**config.mk**
```make
export PLATFORM = sky130hd
export DESIGN_NAME = mmio_axi_lite_master
export DESIGN_NICKNAME = d
export VERILOG_FILES = /design/src/rtl/mmio_axi_lite_master.sv
export SDC_FILE = /design/constraint.sdc
export NUM_CORES = 1
export LEC_CHECK = 0
export CORE_ASPECT_RATIO = 0.75
export CORE_MARGIN = 3
export CORE_UTILIZATION = 40
export DETAILED_ROUTE_END_ITERATION = 10
export PLACE_DENSITY = 0.8
export SLEW_MARGIN = 20
export SYNTH_ARGS = -nofsm -noshare
export SYNTH_HDL_FRONTEND = slang
export SYNTH_SLANG_ARGS = --single-unit
```
**constraint.sdc**
```tcl
create_clock -name aclk -period 2.45 [get_ports aclk]
set_input_delay 0.245 -clock aclk [delete_from_list [all_inputs] [get_ports aclk]]
set_output_delay 0.245 -clock aclk [all_outputs]
set_load 0.005 [all_outputs]
```
**src/rtl/mmio_axi_lite_master.sv**
```systemverilog
// AXI4-Lite initiator: one outstanding MMIO access from a valid/ready command port.
// Optional address window check enabled by defining MMIO_AXI_ADDR_CHECK_EN.
module mmio_axi_lite_master #(
    parameter logic [31:0] ADDR_BASE = 32'h4600_0000,
    parameter logic [31:0] ADDR_MASK = 32'hFFFF_0000
) (
    input  logic        aclk,
    input  logic        arst_n,
    input  logic        cmd_valid,
    output logic        cmd_ready,
    input  logic        cmd_write,
    input  logic [31:0] cmd_addr,
    input  logic [31:0] cmd_wdata,
    input  logic [3:0]  cmd_wstrb,
    output logic        rsp_valid,
    input  logic        rsp_ready,
    output logic [31:0] rsp_rdata,
    output logic [1:0]  rsp_resp,
    output logic [31:0] M_AXI_awaddr,
    output logic [2:0]  M_AXI_awprot,
    output logic        M_AXI_awvalid,
    input  logic        M_AXI_awready,
    output logic [31:0] M_AXI_wdata,
    output logic [3:0]  M_AXI_wstrb,
    output logic        M_AXI_wvalid,
    input  logic        M_AXI_wready,
    input  logic [1:0]  M_AXI_bresp,
    input  logic        M_AXI_bvalid,
    output logic        M_AXI_bready,
    output logic [31:0] M_AXI_araddr,
    output logic [2:0]  M_AXI_arprot,
    output logic        M_AXI_arvalid,
    input  logic        M_AXI_arready,
    input  logic [31:0] M_AXI_rdata,
    input  logic [1:0]  M_AXI_rresp,
    input  logic        M_AXI_rvalid,
    output logic        M_AXI_rready
);

    typedef enum logic [2:0] {
        IDLE = 3'd0,
        WR   = 3'd1,
        WR_B = 3'd2,
        RD_A = 3'd3,
        RD_R = 3'd4,
        RSP  = 3'd5,
        DEC  = 3'd6
    } state_t;

`ifdef MMIO_AXI_ADDR_CHECK_EN
    localparam logic ADDR_CHECK = 1'b1;
`else
    localparam logic ADDR_CHECK = 1'b0;
`endif

    state_t      state_r;
    logic        cmd_ready_r;
    logic        rsp_valid_r;
    logic [31:0] rsp_rdata_r;
    logic [1:0]  rsp_resp_r;
    logic [31:0] awaddr_r;
    logic        awvalid_r;
    logic [31:0] wdata_r;
    logic [3:0]  wstrb_r;
    logic        wvalid_r;
    logic        bready_r;
    logic [31:0] araddr_r;
    logic        arvalid_r;
    logic        rready_r;

    logic        addr_ok_s;
    logic        decerr_s;
    logic        aw_done_s;
    logic        w_done_s;

    // Window match and per-channel completion; constant-folds away when the check is disabled
    always_comb begin
        addr_ok_s = ((cmd_addr & ADDR_MASK) == ADDR_BASE);
        decerr_s  = ADDR_CHECK & ~addr_ok_s;
        aw_done_s = ~awvalid_r | M_AXI_awready;
        w_done_s  = ~wvalid_r | M_AXI_wready;
    end

    // Transaction FSM; every interface output is a register updated here
    always_ff @(posedge aclk) begin
        if (!arst_n) begin
            state_r     <= IDLE;
            cmd_ready_r <= 1'b0;
            rsp_valid_r <= 1'b0;
            rsp_rdata_r <= 32'h0000_0000;
            rsp_resp_r  <= 2'b00;
            awaddr_r    <= 32'h0000_0000;
            awvalid_r   <= 1'b0;
            wdata_r     <= 32'h0000_0000;
            wstrb_r     <= 4'h0;
            wvalid_r    <= 1'b0;
            bready_r    <= 1'b0;
            araddr_r    <= 32'h0000_0000;
            arvalid_r   <= 1'b0;
            rready_r    <= 1'b0;
        end else begin
            case (state_r)
                IDLE: begin
                    // cmd_ready lags reset release by one cycle so it is always state-derived
                    if (!cmd_ready_r) begin
                        cmd_ready_r <= 1'b1;
                    end else if (cmd_valid) begin
                        cmd_ready_r <= 1'b0;
                        if (decerr_s) begin
                            state_r <= DEC;
                        end else if (cmd_write) begin
                            awaddr_r  <= {cmd_addr[31:2], 2'b00};
                            wdata_r   <= cmd_wdata;
                            wstrb_r   <= cmd_wstrb;
                            awvalid_r <= 1'b1;
                            wvalid_r  <= 1'b1;
                            state_r   <= WR;
                        end else begin
                            araddr_r  <= {cmd_addr[31:2], 2'b00};
                            arvalid_r <= 1'b1;
                            state_r   <= RD_A;
                        end
                    end
                end
                WR: begin
                    if (M_AXI_awready) begin
                        awvalid_r <= 1'b0;
                    end
                    if (M_AXI_wready) begin
                        wvalid_r <= 1'b0;
                    end
                    if (aw_done_s && w_done_s) begin
                        bready_r <= 1'b1;
                        state_r  <= WR_B;
                    end
                end
                WR_B: begin
                    if (M_AXI_bvalid) begin
                        bready_r    <= 1'b0;
                        rsp_resp_r  <= M_AXI_bresp;
                        rsp_rdata_r <= 32'h0000_0000;
                        rsp_valid_r <= 1'b1;
                        state_r     <= RSP;
                    end
                end
                RD_A: begin
                    if (M_AXI_arready) begin
                        arvalid_r <= 1'b0;
                        rready_r  <= 1'b1;
                        state_r   <= RD_R;
                    end
                end
                RD_R: begin
                    if (M_AXI_rvalid) begin
                        rready_r    <= 1'b0;
                        rsp_rdata_r <= M_AXI_rdata;
                        rsp_resp_r  <= M_AXI_rresp;
                        rsp_valid_r <= 1'b1;
                        state_r     <= RSP;
                    end
                end
                DEC: begin
                    rsp_resp_r  <= 2'b11;
                    rsp_rdata_r <= 32'h0000_0000;
                    rsp_valid_r <= 1'b1;
                    state_r     <= RSP;
                end
                RSP: begin
                    if (rsp_ready) begin
                        rsp_valid_r <= 1'b0;
                        cmd_ready_r <= 1'b1;
                        state_r     <= IDLE;
                    end
                end
                default: begin
                    cmd_ready_r <= 1'b0;
                    state_r     <= IDLE;
                end
            endcase
        end
    end

    assign cmd_ready     = cmd_ready_r;
    assign rsp_valid     = rsp_valid_r;
    assign rsp_rdata     = rsp_rdata_r;
    assign rsp_resp      = rsp_resp_r;
    assign M_AXI_awaddr  = awaddr_r;
    assign M_AXI_awprot  = 3'b000;
    assign M_AXI_awvalid = awvalid_r;
    assign M_AXI_wdata   = wdata_r;
    assign M_AXI_wstrb   = wstrb_r;
    assign M_AXI_wvalid  = wvalid_r;
    assign M_AXI_bready  = bready_r;
    assign M_AXI_araddr  = araddr_r;
    assign M_AXI_arprot  = 3'b000;
    assign M_AXI_arvalid = arvalid_r;
    assign M_AXI_rready  = rready_r;

endmodule

```
==> impl_metrics.yaml <==
setup_path:
  critical-path-slowest-cell: "sky130_fd_sc_hd__or4_2"
  start_kind: "register"
  end_kind: "register"
  timing.critical_path.slowest_cell_delay_ps: 650
  worstReg2RegEnd: "M_AXI_wdata[6]"
  timing.setup.critical_path_class: "register to register"
  crit_chain: "or2_4 -> or4_2 -> buf_12 -> nand2_1 -> a21oi_1"
  worst_r2r_path_depth: 5
  data_arrival_critical_path_ps: 2100
  reg2reg_slack_ps: 640
  critical_path.max_fanout: 67
  timing.critical_path.required_ps: 2740
  critical_path.reg2reg.startpoint: "state_r[1]"
clocking:
  post_cts_resize_count: 0
  post_cts_hold_buffer_count: 0
  worst_skew_pair.late_latency_ps: 410
  tritoncts: "yes"
  clkSinkCount: 140
  postCtsSetupRepairBufs: 0
  cts_inserted_buffers: 17
  clock_slew_at_the_register_clock_pins_of_the_worst_setup_and_hold_paths_ps: 60
  root_buffer: "sky130_fd_sc_hd__clkbuf_16"
  h-tree-depth: 4
  clk_path_buf_depth: 2
status:
  status: "finished clean"
synthesis:
  yosys_warn_count: 0
  syn_inst: 655
  synth_cell_types: 34
  mappedNetlistArea_sq_um: 5180
  asyncSetResetFlopFracSynth_pct: 0
  synth-seq-area-share_pct: 54.1
  dominantRegCellSynth: "sky130_fd_sc_hd__dfxtp_1"
  post_synth.cell_area_avg_sq_um: 7.90
  synth-edff-count: 0
  synth.ff_latch_count: 140
drt:
  routed_wire_length_per_instance_um: 15.0
  drc: 0
  route.final.wire_length_mm: 16.0
  via_count: 5130
  detail_route.first_pass.iterations: 4
  antenna_violating_nets_post_route: 0
  avgViaCountPerCell: 4.82
  dr.first_iter.drc_count: 316
final_layout:
  layout_area_overhead_pct: 62.2
  ratio_of_cells_with_drive_above_1_in_the_final_layout_pct: 5.90
  mostFrequentLayoutCells: "248 x sky130_fd_sc_hd__clkdlybuf4s50_1, 237 x sky130_fd_sc_hd__nand2_1, 140 x sky130_fd_sc_hd__dfxtp_1, 134 x sky130_fd_sc_hd__a21oi_1, 33 x sky130_fd_sc_hd__nand3_1"
  final_common_cell: "sky130_fd_sc_hd__clkdlybuf4s50_1"
  antenna_cells_inserted: 0
  fin_nets: 999
die:
  floorplan.core_area_sq_um: 12500
  core.rowCount: 35
  die_height_um: 105
  initial_utilization_pct: 41.5
  ioPinCount: 261
  chipWidth_um: 137
  floorplan.die_area_sq_um: 14400
timing:
  final_critical_path_setup_slack_ps: 636
  rsz0062_at_grt: "no"
  hold_viol_final: 0
  setup-tns-final_ps: 0
  setup_viol: 0
  final_worst_path_period_share_pct: 74.0
  slew_violations: 0
  clock-skew-final_ps: 13.0
  period_needed_ps: 1810
  max_freq_mhz: 551
flow_run:
  max_cap_violations: 0
place:
  buffer_ports.inserted: 248
  globalplace.congestion: 0.766
  dp.final_hpwl_mm: 11.1
  pre_cts_ws_ps: 285
hold_path:
  min_from: "cmd_wdata[30]"
  holdCritPathClass: "input port to register"
  hold_path_endpoint: "M_AXI_wdata[30]"
  holdPathStages: 3
pwr:
  worst_ir_drop_vdd_v: 0.000472
  p_per_area_nw_per_um2: 796
  total_switching_power_mw: 1.87
  power.share.sequential_pct: 38.3
  clockPowerShare_pct: 39.0
  comb_power_share_pct: 22.7
  power.leakage_nw: 2.88
  internal-power_mw: 4.82
  power.switching_fraction_pct: 27.9
grt:
  global_route_wire_length_before_repair_mm: 25.3
  grt.overflow.total: 0
  grt_pass1_vias: 5042
  antenna_found_initial: 0
  maximum_number_of_pins_on_one_net_before_global_route_repair: 68
  grt_usage_pct: 22.1
-- worst max-delay path by stage --
stage	start	endpoint	slack [ps]	cells after the start
after floorplan	state_r[0]	M_AXI_awaddr[10]	700	8
after global placement	cmd_write	M_AXI_wdata[27]	320	6
after detailed placement	cmd_write	M_AXI_wstrb[1]	280	6
after CTS	state_r[1]	M_AXI_wdata[6]	630	5
after global routing	state_r[1]	rsp_rdata[13]	540	6
final	state_r[1]	M_AXI_wdata[6]	640	5
-- worst max-delay path: cells and delay by family, from the launching register on --
family | cells | cell delay, ps
AO/OA/AOI/OAI | 1 | 70
buffers and inverters | 1 | 230
flip-flops | 1 | 310
AND/OR/NAND/NOR | 3 | 1050
-- sequential cells by signal (all words and copies together) (netlist names) --
name / cells
rsp_valid: 1
M_AXI_wstrb: 4
state_r: 3
rsp_rdata: 32
M_AXI_awvalid: 1
M_AXI_awaddr: 30
M_AXI_wdata: 32
M_AXI_araddr: 30
M_AXI_arvalid: 1
M_AXI_wvalid: 1
M_AXI_rready: 1
rsp_resp: 2
cmd_ready: 1
M_AXI_bready: 1
-- layer usage --
metal	global-route usage, %	wire length [um]	vias to the layer above
li1	-	-	2592
met1	25.2	6380	2330
met2	36.5	7570	191
met3	10.6	1770	17
met4	6.70	241	0
met5	0	0	-
-- metrics by stage --
step                      power, mW  utilization [%]  instances  hold WS [ps]  cell area, sq um
after floorplan                3.36                -        664           341              5210
after global placement         4.11             62.5       1032           435              7800
after detailed placement       4.13             62.5       1032           440              7800
after CTS                      6.75             67.3       1064           360              8400
after global routing           7.00             67.3       1064           359              8400
final                          6.69             67.3       1064           375              8400
-- kinds of logic (layout without fill, tap and decap cells) --
kind of cell / count (synthesis) / after routing / share of synthesized area (%)
compound gates: 154 / 154 / 15.7
flops: 140 / 140 / 54.1
buf+inv: 65 / 299 / 6.33
mux: 2 / 2 / 0.387
other cells: 1 / 10 / 0.0724
simple gates: 293 / 293 / 23.4
-- synth_stat cells, types with 4 or more instances --
cell type	instances	share of area, %
sky130_fd_sc_hd__dfxtp_1	140	54
sky130_fd_sc_hd__buf_2	13	1.3
sky130_fd_sc_hd__buf_4	10	1.4
sky130_fd_sc_hd__nand3_1	33	3.2
sky130_fd_sc_hd__buf_6	4	0.87
sky130_fd_sc_hd__nor2_1	4	0.29
sky130_fd_sc_hd__clkbuf_1	34	2.5
sky130_fd_sc_hd__nor2b_1	4	0.48
sky130_fd_sc_hd__a21oi_1	135	13
sky130_fd_sc_hd__nand2_1	237	17
sky130_fd_sc_hd__o21ai_0	5	0.48
sky130_fd_sc_hd__nand2b_1	4	0.48
-- final cells by class --
type | count | area [sq um]
fill | 1063 | 4080
sequential | 140 | 2800
timing repair buffer | 263 | 2670
multi-input combinational | 459 | 2100
clock buffer | 20 | 437
tap | 166 | 208
clock inverter | 12 | 161
inverter | 4 | 17.5
-- power by group through the flow --
stage	Sequential, mW	Combinational (mW)	Clock (mW)
after detailed placement	2.61	1.52	0
final	2.56	1.52	2.61
after global placement	2.60	1.51	0
after floorplan	2.61	0.745	0
after CTS	2.56	1.52	2.66
after global routing	2.58	1.67	2.76
(Power assumes the default switching activity.)
